[config.mk]
export PLATFORM = sky130hd
export DESIGN_NAME = param_seq_divider_flat
export DESIGN_NICKNAME = d
export VERILOG_FILES = /design/src/rtl/param_seq_divider_if.sv /design/src/rtl/param_seq_divider.sv /design/src/flat_wrapper.sv
export SDC_FILE = /design/constraint.sdc
export NUM_CORES = 1
export LEC_CHECK = 0
export BUFFER_PORTS_ARGS = -buffer_cell sky130_fd_sc_hd__buf_2
export CAP_MARGIN = 30
export CORE_MARGIN = 2
export CORE_UTILIZATION = 58
export DETAILED_ROUTE_END_ITERATION = 16
export PLACE_DENSITY = 0.8
export SYNTH_ARGS = -nofsm -noshare
export SYNTH_HDL_FRONTEND = slang
export SYNTH_SLANG_ARGS = --single-unit
[constraint.sdc]
create_clock -name clk -period 3.1 [get_ports clk]
set_clock_uncertainty 0.15 [all_clocks]
set_input_delay 0.155 -clock clk [delete_from_list [all_inputs] [get_ports clk]]
set_output_delay 0.155 -clock clk [all_outputs]
set_load 0.01 [all_outputs]
[src/rtl/param_seq_divider_if.sv]
// Handshake and operand/result bundle between the sequencer and the sequential divider.
interface param_seq_divider_if #(
    parameter int unsigned WIDTH = 8
);
    logic             go;
    logic             is_signed;
    logic [WIDTH-1:0] dividend;
    logic [WIDTH-1:0] divisor;
    logic             busy;
    logic             done;
    logic             zero_error;
    logic [WIDTH-1:0] quotient;
    logic [WIDTH-1:0] remainder;

    modport master (
        output go, is_signed, dividend, divisor,
        input  busy, done, zero_error, quotient, remainder
    );

    modport slave (
        input  go, is_signed, dividend, divisor,
        output busy, done, zero_error, quotient, remainder
    );
endinterface

[src/rtl/param_seq_divider.sv]
// Multi-cycle restoring divider with run-time signed mode, busy/done handshake,
// sticky divide-by-zero flag and defined overflow result.
module param_seq_divider #(
    parameter int unsigned WIDTH     = 8,
    parameter int unsigned SIGNED_EN = 1
) (
    input  logic               clk,
    input  logic               rst_n,
    param_seq_divider_if.slave bus
);
    localparam int unsigned CW = $clog2(WIDTH + 1);

    typedef enum logic [1:0] {IDLE, ITER, FIX, DONE} state_t;

    state_t           state, state_n;
    logic [CW-1:0]    cnt;
    logic [WIDTH:0]   r;
    logic [WIDTH-1:0] q;
    logic [WIDTH-1:0] d;
    logic             sq, sr, zdiv;
    logic             busy_q, done_q, zero_q;
    logic [WIDTH-1:0] quo_q, rem_q;
    logic             busy_n, done_n;

    logic             accept_c, sgn_c, a_neg_c, b_neg_c, div_zero_c;
    logic [WIDTH-1:0] a_abs_c, b_abs_c;
    logic [WIDTH:0]   r_sh_c;
    logic [WIDTH-1:0] q_sh_c;
    logic [WIDTH+1:0] t_c;

    // Operand conditioning; the most-negative value maps to 2^(WIDTH-1) on WIDTH bits
    assign sgn_c      = (SIGNED_EN != 0) && bus.is_signed;
    assign a_neg_c    = sgn_c && bus.dividend[WIDTH-1];
    assign b_neg_c    = sgn_c && bus.divisor[WIDTH-1];
    assign a_abs_c    = a_neg_c ? -bus.dividend : bus.dividend;
    assign b_abs_c    = b_neg_c ? -bus.divisor  : bus.divisor;
    assign div_zero_c = (bus.divisor == '0);
    // busy_q also covers the done cycle, so go cannot slip in while done is high
    assign accept_c   = (state == IDLE) && bus.go && !busy_q;

    // One restoring step: shift {R,Q} left, trial-subtract D
    assign r_sh_c = {r[WIDTH-1:0], q[WIDTH-1]};
    assign q_sh_c = {q[WIDTH-2:0], 1'b0};
    assign t_c    = {1'b0, r_sh_c} - {2'b00, d};

    always_ff @(posedge clk or negedge rst_n) begin
        if (!rst_n) state <= IDLE;
        else        state <= state_n;
    end

    always_comb begin
        state_n = state;
        unique case (state)
            IDLE: if (accept_c) state_n = div_zero_c ? DONE : ITER;
            ITER: if (cnt == CW'(1)) state_n = FIX;
            FIX:  state_n = DONE;
            DONE: state_n = IDLE;
            default: state_n = IDLE;
        endcase
        busy_n = (state_n != IDLE) || (state == DONE);
        done_n = (state == DONE);
    end

    always_ff @(posedge clk or negedge rst_n) begin
        if (!rst_n) begin
            cnt    <= '0;
            r      <= '0;
            q      <= '0;
            d      <= '0;
            sq     <= 1'b0;
            sr     <= 1'b0;
            zdiv   <= 1'b0;
            busy_q <= 1'b0;
            done_q <= 1'b0;
            zero_q <= 1'b0;
            quo_q  <= '0;
            rem_q  <= '0;
        end else begin
            busy_q <= busy_n;
            done_q <= done_n;
            unique case (state)
                IDLE: if (accept_c) begin
                    sq     <= a_neg_c ^ b_neg_c;
                    sr     <= a_neg_c;
                    q      <= a_abs_c;
                    d      <= b_abs_c;
                    r      <= '0;
                    cnt    <= CW'(WIDTH);
                    zdiv   <= div_zero_c;
                    zero_q <= 1'b0;
                    // Divide-by-zero results are registered on the edge entering DONE
                    if (div_zero_c) begin
                        quo_q <= '1;
                        rem_q <= bus.dividend;
                    end
                end
                ITER: begin
                    r   <= t_c[WIDTH+1] ? r_sh_c : t_c[WIDTH:0];
                    q   <= {q_sh_c[WIDTH-1:1], ~t_c[WIDTH+1]};
                    cnt <= cnt - CW'(1);
                end
                FIX: begin
                    quo_q <= sq ? -q : q;
                    rem_q <= sr ? -r[WIDTH-1:0] : r[WIDTH-1:0];
                end
                DONE: if (zdiv) zero_q <= 1'b1;
                default: ;
            endcase
        end
    end

    assign bus.busy       = busy_q;
    assign bus.done       = done_q;
    assign bus.zero_error = zero_q;
    assign bus.quotient   = quo_q;
    assign bus.remainder  = rem_q;
endmodule

[src/flat_wrapper.sv]
// flat-port wrapper written by rule: the top's interface ports become plain ports
module param_seq_divider_flat 
#(
    parameter int unsigned WIDTH     = 8,
    parameter int unsigned SIGNED_EN = 1
)
  (clk, rst_n, bus_go, bus_is_signed, bus_dividend, bus_divisor, bus_busy, bus_done, bus_zero_error, bus_quotient, bus_remainder);
  param_seq_divider_if #(.WIDTH(WIDTH)) bus_i ();
  input  logic clk;
  input  logic rst_n;
  input wire logic [$bits(bus_i.go)-1:0] bus_go;
  input wire logic [$bits(bus_i.is_signed)-1:0] bus_is_signed;
  input wire logic [$bits(bus_i.dividend)-1:0] bus_dividend;
  input wire logic [$bits(bus_i.divisor)-1:0] bus_divisor;
  output wire logic [$bits(bus_i.busy)-1:0] bus_busy;
  output wire logic [$bits(bus_i.done)-1:0] bus_done;
  output wire logic [$bits(bus_i.zero_error)-1:0] bus_zero_error;
  output wire logic [$bits(bus_i.quotient)-1:0] bus_quotient;
  output wire logic [$bits(bus_i.remainder)-1:0] bus_remainder;
  assign bus_i.go = bus_go;
  assign bus_i.is_signed = bus_is_signed;
  assign bus_i.dividend = bus_dividend;
  assign bus_i.divisor = bus_divisor;
  assign bus_busy = bus_i.busy;
  assign bus_done = bus_i.done;
  assign bus_zero_error = bus_i.zero_error;
  assign bus_quotient = bus_i.quotient;
  assign bus_remainder = bus_i.remainder;
  param_seq_divider #(.WIDTH(WIDTH), .SIGNED_EN(SIGNED_EN)) u_core (.clk(clk), .rst_n(rst_n), .bus(bus_i));
endmodule
# Word level (Yosys, flattened, before mapping)
# Index checks and enable logic that the tools add are counted.
[classes]
add_sub_neg = 6
n_mul = 0
div_mod_pow = 0
order_cmp = 0
n_eq_ne = 7
shifts = 0
mux = 24
bitwise_logic = 2
n_reduce_logical = 16
[op_table]
columns = ["op", "count"]
rows = [
  ["$mux 8", 11],
  ["$pmux 8 s2", 4],
  ["$neg 8->8", 4],
  ["$sub 9x8->10", 1],
  ["$logic_not 8->1", 1],
  ["$pmux 2 s4", 1],
  ["$pmux 4 s2", 1],
  ["$reduce_bool 2->1", 4],
  ["$mux 2", 3],
  ["$ne 2x1->1 const B", 3],
  ["$reduce_and 3->1", 2],
  ["$eq 2x2->1 const B", 2],
  ["$eq 4x1->1 const B", 1],
  ["$logic_and 1x1->1", 4],
  ["$mux 4", 1],
  ["$reduce_and 2->1", 2],
  ["$sub 4x1->4 const B", 1],
  ["$eq 2x1->1 const B", 1],
  ["$logic_not 2->1", 1],
  ["$mux 1", 2],
  ["$pmux 1 s2", 1],
  ["$logic_not 1->1", 1],
  ["$logic_or 1x1->1", 1],
  ["$not 1->1", 1],
  ["$xor 1x1->1", 1],
]
[word_totals]
register_bits = 52
latch_bits = 0
ramBits = 0
rom_bits = 0
inputBits = 20
output_inout_bits = 19
elab_cells = 68
mem_count = 0

# Longest topological paths before layout
# Gate-level depths: netlist of run 1.
[logic_depth]
depth_word = 7
ltp_mapped = 8
ltp_nobuf = 8

# Worst setup path after synthesis of run 1
# OpenSTA, ideal clock, no wires.
[synth_timing]
path_kind = "flip-flop to flip-flop"
startpoint = "register u_core.q[7]"
endpoint = "register u_core.r[6]"
setup_time_ns = 0.134
t_arrival_ns = 1.900
required_time_ns = 2.816
slack_ns = 0.916
path_stages_with_launch = 9
path_buffers = 0
synth_period_minus_slack_ns = 2.184
cell_sequence = "dfrtp_1 -> inv_1 -> ha_1 -> fa_1 -> nor2b_1 -> o211ai_1 -> mux2_2 -> a2111oi_0 -> o21ai_0"
[synth_between]
elab_chain_cells = 3
[synth_lines]
columns = ["item", "line_no", "rtl"]
rows = [
  ["from (decl)", "param_seq_divider.sv:18", "logic [WIDTH-1:0] q;"],
  ["from (signal assigned)", "param_seq_divider.sv:85", "q <= a_abs_c;"],
  ["from (signal assigned)", "param_seq_divider.sv:99", "q <= {q_sh_c[WIDTH-1:1], ~t_c[WIDTH+1]};"],
  ["$sub 9x8->10", "param_seq_divider.sv:44", "assign t_c = {1'b0, r_sh_c} - {2'b00, d};"],
  ["$mux 8", "param_seq_divider.sv:98", "r <= t_c[WIDTH+1] ? r_sh_c : t_c[WIDTH:0];"],
  ["$pmux 8 s2", "param_seq_divider.sv:81", "unique case (state)"],
  ["to (signal assigned)", "param_seq_divider.sv:98", ""],
  ["to (decl)", "param_seq_divider.sv:17", "logic [WIDTH:0] r;"],
]
# Every way passes these cells.
# A chain may end at the register's enable or synchronous reset.

# Final worst setup path of run 1
[layout_timing]
startpoint = "register u_core.r[5]"
endpoint = "register u_core.r[1]"
[layout_between]
elab_chain_cells = 3
[layout_lines]
columns = ["item", "line_no"]
rows = [
  ["$sub 9x8->10", "param_seq_divider.sv:44"],
  ["$mux 8", "param_seq_divider.sv:98"],
  ["$pmux 8 s2", "param_seq_divider.sv:81"],
]
# Every way passes these cells.

==> results of run 1 <==
-- cell usage after synthesis (all sizes together) (2+ instances only) --
cell type,count
o21a,2
a21o,5
xor2,11
and3,2
nand2b,3
inv,20
nand3,12
dfrtp,52
nor3b,3
o31ai,5
nor4,3
or2,3
ha,14
mux2i,20
buf,7
nor2b,4
clkbuf,8
o21ai,30
a22oi,8
nand2,37
nor3,16
and2b,2
xnor2,18
nand3b,2
a221o,2
nor2,22
a21oi,16
-- layer usage --
layer / up-vias / global-route usage [%] / part of all wire, %
met2: 79 / 42.76 / 48
met5: - / 0 / 0
li1: 1274 / - / -
met1: 1236 / 33.18 / 44
met3: 11 / 3.605 / 5.4
met4: 0 / 8.947 / 2.4
-- power by group --
group / switching [uW] / internal (uW)
combinational: 1150 / 980
sequential: 330 / 1000
clock: 224 / 285
total: 1700 / 2270
-- sequential cells by signal (all words and copies together) (netlist names) --
name / flops
u_core.bus.done: 1
u_core.bus.busy: 1
u_core.bus.quotient: 8
u_core.sq: 1
u_core.cnt: 4
u_core.sr: 1
u_core.r: 8
u_core.bus.zero_error: 1
u_core.d: 8
u_core.bus.remainder: 8
u_core.state: 2
u_core.zdiv: 1
u_core.q: 8
-- final cells by class --
class	instances	area (um2)	area share (%)
clock inverter	1	30.03	0.8362
clock buffer	7	96.34	2.683
timing repair buffer	48	272.8	7.596
inverter	20	75.07	2.091
multi-input combinational	256	1728	48.12
sequential	52	1301	36.24
tap	70	87.58	2.439
-- critical path, stage by stage (launching register included) --
cell	delay, ps
sky130_fd_sc_hd__dfrtp_1	480
sky130_fd_sc_hd__ha_1	390
sky130_fd_sc_hd__a21o_1	230
sky130_fd_sc_hd__a221o_1	350
sky130_fd_sc_hd__a21o_1	310
sky130_fd_sc_hd__mux2i_1	180
sky130_fd_sc_hd__a21o_1	190
-- kinds of logic (layout without fill, tap and decap cells) --
logic type                 count (synthesis)  count (layout)  synth area share (%)
buffers and inverters                     35              76                 4.576
adders and majority gates                 15              15                 6.154
muxes                                     21              21                 6.667
DFF                                       52              52                 41.03
xor gates and xnor gates                  29              29                 8.008
AOI/OAI and AO/OA                         78              78                 15.90
and+or+nand+nor                          113             113                 17.67
-- final timing paths --
check                                                      to  slack (ps)                    start  cells past startpoint
hold reg to reg                       u_core.d[5]$_DFFE_PN0P_         340  u_core.d[5]$_DFFE_PN0P_                      2
setup / recovery                      u_core.r[1]$_DFFE_PN0P_         720  u_core.r[5]$_DFFE_PN0P_                      6
min in group asynchronous  u_core.bus.quotient[6]$_DFFE_PN0P_         270                    rst_n                      2
max in group asynchronous             u_core.d[5]$_DFFE_PN0P_        1770                    rst_n                      3
hold / removal                        u_core.d[0]$_DFFE_PN0P_          20           bus_divisor[0]                      3
setup reg to reg                      u_core.r[1]$_DFFE_PN0P_         720  u_core.r[5]$_DFFE_PN0P_                      6
-- metrics by stage --
step / util [%] / setup slack (ps) / area (um2) / hold slack (ps)
2_1_floorplan: - / 916.5 / 3172 / -290.6
3_3_place_gp: 65.99 / 782.4 / 3435 / 88.56
3_5_place_dp: 65.99 / 761.7 / 3435 / 86.53
4_1_cts: 68.99 / 740.7 / 3591 / 12.02
5_1_grt: 68.99 / 436.7 / 3591 / 44.62
6_report: 68.99 / 724.3 / 3591 / 17.56
==> impl_metrics.ini, run 1 <==
[layout]
fraction_of_layout_instances_using_a_drive_strength_above_1_pct = 17.71
design.final.nets = 418
nFillCells = 426
layout.cells.non_filler = 454
layout_commonest_cell = sky130_fd_sc_hd__dfrtp_1
area_growth_syn_to_layout_pct = 13.21
n_antenna_cell = 0
most-common-layout-cells = 52 x sky130_fd_sc_hd__dfrtp_1, 38 x sky130_fd_sc_hd__buf_2, 37 x sky130_fd_sc_hd__nand2_1

[logic_synthesis]
synthesized_area_mm2 = 0.003172
number_of_synthesized_flops_with_an_enable_pin = 0
asyncSetResetFlopFracSynth_pct = 100.0
post-synth-top-area-fraction_pct = 41.03
ys.warnings.count = 0
synth-seq-area-share_pct = 41.03
yosys.cell_types.count = 49
synthesis.nets = 378
synth.largest_area_cell = sky130_fd_sc_hd__dfrtp_1
postSynth.topFlopCell = sky130_fd_sc_hd__dfrtp_1
syn_avg_cell_area_um2 = 9.247
syn_inst = 343
postSynthRegisterBits = 52
synth.area.top_cells = sky130_fd_sc_hd__dfrtp_1 41%, sky130_fd_sc_hd__mux2i_1 6.3%, sky130_fd_sc_hd__ha_1 5.5%

[timing]
min_period_over_period_pct = 76.64
least_margin_pin_slew_ps = 850.5
timing.setup.tns_ps = 0
maxSlewHeadroom_pct = 43.13
finalHoldViolCount = 0
final_period_minus_worst_setup_slack_ps = 2376
max_freq_ghz = 0.4209
timing.final.max_slew_violations = 0
unrepaired_setup_endpoints_after_global_routing = false
timing.final.setup_violations = 0

[die]
count_of_standard_cell_rows = 26
die_x_um = 77.95
die_h_um = 77.95
floorplan.io_pins = 39
floorplan.core_area_mm2 = 0.005205
initial_utilization_pct = 60.94
design.die.area_mm2 = 0.006076

[clocking]
maximum_level_of_the_cts_h_tree = 2
cts_tree = yes
cts-root-buf = sky130_fd_sc_hd__clkbuf_8
post_cts_buffers = 0
cts.sink_count = 52
clk-insertion-delay-late_ps = 300
cts_hold_repair.buffers = 3
post_cts_resized = 0
cts_buffer_count = 5
max-clock-path-buffers = 2
clk_pin_slew_ps = 90

[global_route]
grt_pass1_wl_um = 12190
grt_pass1_vias = 2555
tot_gr_track_use_pct = 25.28
global_route.overflow_total = 0
pin_count_of_the_biggest_net_entering_global_routing = 32
number_of_antenna_violations_at_the_first_check_in_global_routing = 0

[placement]
io_buffer_count = 38
placed_cells = 443
dpl.hpwl_um = 5206
place.gp.congestion = 0.8740

[worst_setup_path]
worst-endpoint-arrival_ps = 2420
worstSetupStartpointType = flop
crit_required_ps = 3150
crit_type = reg2reg
end_kind = flop
critical_path.max_fanout = 10

[routing]
postRouteWirelength_um = 6966
final_antenna_net_count = 0
via_per_inst = 5.727
via_count = 2600
first_iter_violations = 144
drt_drc_violations_left = 0
drt-pass1-iter-count = 4
wire_per_inst_um = 15.34

[power]
p_leak_uw = 0.001727
total_power_uw = 3968
cellPowerDensity_mw_per_mm2 = 1105
power.ir.vdd_worst_v = 0.0005959

[outcome]
outcome = finished, final reports clean

[hold_path]
kind_of_path_behind_the_tightest_hold_check = in2reg

[run]
drv.max_cap_violation_count = 0
Note: power is estimated with default switching activity, not from simulation.
==> inputs of run 2 (changes only) <==
==> constraint.sdc (replaced) <==
create_clock -name clk -period 2.3 [get_ports clk]
set_clock_uncertainty 0.15 [all_clocks]
set_input_delay 0.115 -clock clk [delete_from_list [all_inputs] [get_ports clk]]
set_output_delay 0.115 -clock clk [all_outputs]
set_load 0.01 [all_outputs]
==> run 2 against run 1 <==
  * The run now ends with hold timing left
  * Power is 49% higher
  * Global-route usage is 1.3 points higher
  * Clock power is 9.0% higher
  * First-iteration DRC count is 43% higher
  * Flip-flop and latch count stayed put
  * Core utilization is 4.7 points higher
  * Hold slack worse by 21 ps
  * Register-to-register slack worse by 660 ps
  * Critical path type unchanged
  * Highest routed layer unchanged
==> impl_metrics.ini, run 2 (synthesis results as in run 1) <==
[outcome]
outcome = finished, violations left
failing_checks = hold timing

[timing]
max_freq_ghz = 0.4482
min_period_over_period_pct = 97.01
least_margin_pin_slew_ps = 675.5
timing.setup.tns_ps = 0
final_period_minus_worst_setup_slack_ps = 2231
timing.final.max_slew_violations = 0
finalHoldViolCount = 1
finalWorstSetupSlack_ps = 68.87
hold-worst-slack_ps = -3.321
timing.final.setup_violations = 0
maxSlewHeadroom_pct = 54.97

[worst_setup_path]
worstSetupStartpointType = flop
crit_required_ps = 2340
critical_path.n_buffers_inverters = 1
critical_path_depth = 8
cp_slowest_cell = sky130_fd_sc_hd__fa_2
r2r_worst_path_depth = 8
worst-endpoint-arrival_ps = 2270
crit_type = reg2reg
end_kind = flop
timing.critical_path.cells = inv_1 -> ha_1 -> fa_2 -> nor2b_2 -> o211ai_1 -> mux2_2 -> a2111oi_4 -> o21ai_1
critical_path.top_delay_family = adder cells
critical_path.max_fanout = 2
slowest_stage_delay_cp_ps = 370

[power]
power.ir.vdd_worst_v = 0.001013
p_leak_uw = 0.001832
total_power_uw = 5898
cellPowerDensity_mw_per_mm2 = 1537

[layout]
area_growth_syn_to_layout_pct = 20.99
most-common-layout-cells = 52 x sky130_fd_sc_hd__dfrtp_1, 38 x sky130_fd_sc_hd__buf_2, 37 x sky130_fd_sc_hd__nand2_1
layout_commonest_cell = sky130_fd_sc_hd__dfrtp_1
layout.cells.non_filler = 478
fraction_of_layout_instances_using_a_drive_strength_above_1_pct = 22.55
n_antenna_cell = 0
design.final.nets = 442

[die]
die_h_um = 77.95
initial_utilization_pct = 60.94
design.die.area_mm2 = 0.006076
count_of_standard_cell_rows = 26
floorplan.io_pins = 39
floorplan.core_area_mm2 = 0.005205
die_x_um = 77.95

[routing]
wire_per_inst_um = 16.04
final_antenna_net_count = 0
via_per_inst = 5.810
postRouteWirelength_um = 7666
via_count = 2777
drt_drc_violations_left = 0
first_iter_violations = 206
drt-pass1-iter-count = 4

[placement]
place.gp.congestion = 0.8745
place_ws_ps = -154.0
io_buffer_count = 38
dpl.hpwl_um = 5469
placed_cells = 458

[global_route]
pin_count_of_the_biggest_net_entering_global_routing = 53
grt_pass1_wl_um = 12720
grt_pass1_vias = 2725
number_of_antenna_violations_at_the_first_check_in_global_routing = 0
tot_gr_track_use_pct = 26.59
global_route.overflow_total = 0

[clocking]
maximum_level_of_the_cts_h_tree = 2
cts_tree = yes
clk-insertion-delay-late_ps = 310
cts-root-buf = sky130_fd_sc_hd__clkbuf_8
cts.sink_count = 52
cts_buffer_count = 5
max-clock-path-buffers = 2
clk_pin_slew_ps = 100

[run]
drv.max_cap_violation_count = 0

[hold_path]
kind_of_path_behind_the_tightest_hold_check = in2reg
min_path_cells = 3
==> run 2: cell types whose count changed in the layout (fill, tap and decap cells not counted), sizes merged <==
cell,delta
buf,+17
bufinv,-1
clkbuf,-1
clkinvlp,+2
dlygate4sd3,+7
==> run 2: timing repair <==
item | in CTS | in global routing
setup endpoints to repair | 1 | 7
hold buffers | 10 | 0
gates resized for setup | 4 | 8
pin swaps | 0 | 1
setup buffers | 0 | 2
cloned | 0 | 0
endpoints found under the hold margin | 61 | 0
==> run 2: cell type report <==
type	count	area (um2)
multi-input cells	256	1780
flip-flops and latches	52	1301
well taps	70	87.58
clock buffers	6	82.58
repair buffers	72	495.5
fillers	398	1368
clock inverters	2	15.01
inverters	20	75.07
==> run 2: path summary, 6_finish.rpt <==
| path | start | endpoint | slack [ps] |
|---|---|---|---|
| max in group asynchronous | rst_n | u_core.q[2]$_DFFE_PN0P_ | 1240 |
| worst min-delay path | bus_divisor[6] | u_core.d[6]$_DFFE_PN0P_ | -3 |
| worst max register to register | u_core.q[7]$_DFFE_PN0P_ | u_core.r[6]$_DFFE_PN0P_ | 70 |
| worst min register to register | u_core.zdiv$_DFFE_PN0P_ | u_core.zdiv$_DFFE_PN0P_ | 340 |
| worst max-delay path | u_core.q[7]$_DFFE_PN0P_ | u_core.r[6]$_DFFE_PN0P_ | 70 |
| min in group asynchronous | rst_n | u_core.bus.quotient[2]$_DFFE_PN0P_ | 280 |
==> run 2: layer usage <==
layer | wire (um) | track usage, % | vias up
li1 | - | - | 1320
met1 | 3295 | 34.60 | 1348
met2 | 3849 | 45.17 | 94
met3 | 393 | 4.419 | 15
met4 | 127 | 8.772 | 0
met5 | 0 | 0 | -
==> run 2: metrics by stage <==
| step | hold slack (ps) | utilization, % | cell area, um2 |
|---|---|---|---|
| final | -3.321 | 73.73 | 3837 |
| after global routing | 14.24 | 73.73 | 3837 |
| after CTS | 1.273 | 72.64 | 3781 |
| after detailed placement | 120.1 | 68.63 | 3572 |
| after global placement | 122.0 | 68.63 | 3572 |
| after floorplan | -330.6 | - | 3172 |
==> run 2: worst reg2reg max path, cell delays in order, from the launching register on <==
cell	delay, ps
sky130_fd_sc_hd__dfrtp_1	360
sky130_fd_sc_hd__inv_1	70
sky130_fd_sc_hd__ha_1	200
sky130_fd_sc_hd__fa_2	370
sky130_fd_sc_hd__nor2b_2	140
sky130_fd_sc_hd__o211ai_1	120
sky130_fd_sc_hd__mux2_2	310
sky130_fd_sc_hd__a2111oi_4	290
sky130_fd_sc_hd__o21ai_1	100
==> run 2: power breakdown <==
| part | internal (uW) | total (uW) | switching (uW) | leakage [uW] |
|---|---|---|---|---|
| logic | 1720 | 3600 | 1880 | 0.00115 |
| registers | 1350 | 1740 | 394 | 0.000634 |
| clock network | 244 | 555 | 311 | 0.0000434 |
| total | 3310 | 5900 | 2590 | 0.00183 |
==> inputs of run 3 (changes only) <==
--- a/config.mk
+++ b/config.mk
@@ -8,9 +8,9 @@
 export BUFFER_PORTS_ARGS = -buffer_cell sky130_fd_sc_hd__buf_2
 export CAP_MARGIN = 30
 export CORE_MARGIN = 2
-export CORE_UTILIZATION = 58
+export CORE_UTILIZATION = 35
 export DETAILED_ROUTE_END_ITERATION = 16
-export PLACE_DENSITY = 0.8
+export HOLD_SLACK_MARGIN = 0.12
 export SYNTH_ARGS = -nofsm -noshare
 export SYNTH_HDL_FRONTEND = slang
 export SYNTH_SLANG_ARGS = --single-unit
==> run 3 against run 2 <==
  * Worst setup slack improved by 17 ps
  * Critical path depth decreased by 1
  * Flip-flop and latch count unchanged
  * Critical path type unchanged
  * Sequential share of layout area decreased by 0.78 points
  * Power decreased by 3.7%
  * Non-clock buffer count increased by 8
  * Sequential power about the same
  * The flow now finishes without violations
  * Largest power group unchanged
  * Die area increased by 62%
  * Register-to-register slack improved by 20 ps
  * Design area increased by 2.3%
  * Global-route usage decreased by 10 points
==> impl_metrics.ini, run 3 (synthesis results as in run 1) <==
[outcome]
outcome = finished, final reports clean

[worst_setup_path]
cp_slowest_cell = sky130_fd_sc_hd__dfrtp_1
crit_type = reg2reg
slowest_stage_delay_cp_ps = 390
end_kind = flop
worstSetupStartpointType = flop
crit-reg2reg-capture = u_core.r[6]$_DFFE_PN0P_
critical_path.max_fanout = 2
crit_required_ps = 2340
reg_to_reg_startpoint = u_core.d[0]$_DFFE_PN0P_
timing.critical_path.cells = ha_1 -> fa_2 -> nor2b_4 -> o211ai_1 -> mux2_2 -> a2111oi_4 -> o21ai_1
r2r_worst_path_depth = 7
worst-endpoint-arrival_ps = 2250
setup.reg_to_reg.worst_slack_ps = 90

[die]
initial_utilization_pct = 36.19
count_of_standard_cell_rows = 34
design.die.area_mm2 = 0.009840
floorplan.core_area_mm2 = 0.008763
die_h_um = 99.20
floorplan.io_pins = 39
die_x_um = 99.20

[layout]
fraction_of_layout_instances_using_a_drive_strength_above_1_pct = 21.39
multi_input_area_mm2 = 0.001765
design.final.nets = 450
most-common-layout-cells = 52 x sky130_fd_sc_hd__dfrtp_1, 38 x sky130_fd_sc_hd__buf_2, 37 x sky130_fd_sc_hd__nand2_1
regArea_mm2 = 0.001301
final_core_utilization_pct = 44.82
layout_commonest_cell = sky130_fd_sc_hd__dfrtp_1
n_antenna_cell = 0
layout.cells.non_filler = 524
area_growth_syn_to_layout_pct = 23.83
nFillCells = 887

[hold_path]
min_path_cells = 4
hold_path_startpoint = bus_go
whs_endpoint = u_core.cnt[3]$_DFFE_PN0P_
kind_of_path_behind_the_tightest_hold_check = in2reg

[global_route]
global_route.overflow_total = 0
number_of_antenna_violations_at_the_first_check_in_global_routing = 0
tot_gr_track_use_pct = 16.44
top_usage_layer = met2
global_route.usage.met2_pct = 28.85
grt_pass1_vias = 2676
grt_use_met3_pct = 2.530
pin_count_of_the_biggest_net_entering_global_routing = 53
grt_pass1_wl_um = 13050
met1_usage_pct = 21.27

[routing]
drt-pass1-iter-count = 4
via_per_inst = 5.143
final_antenna_net_count = 0
drt_drc_violations_left = 0
wire_per_inst_um = 14.82
via_count = 2695
postRouteWirelength_um = 7766
first_iter_violations = 138

[timing]
timing.final.max_slew_violations = 0
maxSlewHeadroom_pct = 55.59
least_margin_pin_slew_ps = 666.1
max_freq_ghz = 0.4516
unrepaired_setup_endpoints_after_global_routing = true
min_period_over_period_pct = 96.28
finalWorstSetupSlack_ps = 85.67
finalHoldViolCount = 0
timing.final.setup_violations = 0
final_period_minus_worst_setup_slack_ps = 2214

[power]
power.ir.vdd_worst_v = 0.0007385
cellPowerDensity_mw_per_mm2 = 1446
p_leak_uw = 0.001856

[clocking]
cts.sink_count = 52
cts-root-buf = sky130_fd_sc_hd__clkbuf_8
clk_pin_slew_ps = 90
maximum_level_of_the_cts_h_tree = 2
clk-insertion-delay-late_ps = 310
cts_tree = yes
max-clock-path-buffers = 2
cts_buffer_count = 5

[placement]
place_ws_ps = -90.22
place.gp.congestion = 0.8648
dpl.hpwl_um = 5583
placed_cells = 497
io_buffer_count = 38

[run]
drv.max_cap_violation_count = 0
run 3: layer usage:
metal / routed length, um / up-vias / part of all wire [%]
met5: 0 / - / 0
met1: 3532 / 1293 / 45
met4: 110 / 0 / 1.4
met2: 3797 / 59 / 49
met3: 325 / 8 / 4.2
li1: - / 1335 / -
run 3: worst max path at each step:
stage                                 start                      end  slack (ps)  cells after the start
detailed placement  u_core.d[0]$_DFFE_PN0P_  u_core.r[6]$_DFFE_PN0P_         -90                      7
finish              u_core.d[0]$_DFFE_PN0P_  u_core.r[6]$_DFFE_PN0P_          90                      7
global route        u_core.d[0]$_DFFE_PN0P_  u_core.r[6]$_DFFE_PN0P_         0.5                      7
floorplan           u_core.q[7]$_DFFE_PN0P_  u_core.r[6]$_DFFE_PN0P_         120                      8
global placement    u_core.q[7]$_DFFE_PN0P_  u_core.r[6]$_DFFE_PN0P_          50                      8
CTS                 u_core.d[0]$_DFFE_PN0P_  u_core.r[6]$_DFFE_PN0P_           1                      7
run 3: cell type report:
type | instances | share of cell area (%)
Clock buffer | 6 | 2.103
Clock inverter | 2 | 0.3823
Inverter | 20 | 1.911
Multi-Input combinational cell | 256 | 44.95
Sequential cell | 52 | 33.13
Tap cell | 108 | 3.441
Timing Repair Buffer | 80 | 14.08
run 3: report_power, final:
group	switching, uW	internal (uW)	total, uW
logic	1770	1640	3410
clock network	311	244	555
registers	362	1350	1710
run 3: what timing repair did:
| action | CTS | global route |
|---|---|---|
| resized for setup | 3 | 6 |
| endpoints found under the setup margin | 1 | 2 |
| buffers inserted | 0 | 0 |
| hold endpoints to repair | 77 | 0 |
| gates cloned | 0 | 0 |
| hold buffers | 19 | 0 |
run 3: critical path, delay by kind of cell, from the launching register on:
kind                       cells  cell delay [ps]
DFF                            1              390
and+or+nand+nor                1              130
muxes                          1              300
AOI/OAI and AO/OA              3              530
adders and majority gates      2              600
run 3: through the flow:
stage | setup TNS, ps | power [uW] | cell area (um2) | hold slack [ps]
detailed placement | -90.22 | 4946 | 3602 | 136.4
global placement | 0 | 4880 | 3602 | 128.5
finish | 0 | 5678 | 3928 | 181.7
CTS | 0 | 5594 | 3899 | 175.4
global route | 0 | 6183 | 3928 | 219.9
floorplan | 0 | 3939 | 3172 | -330.6
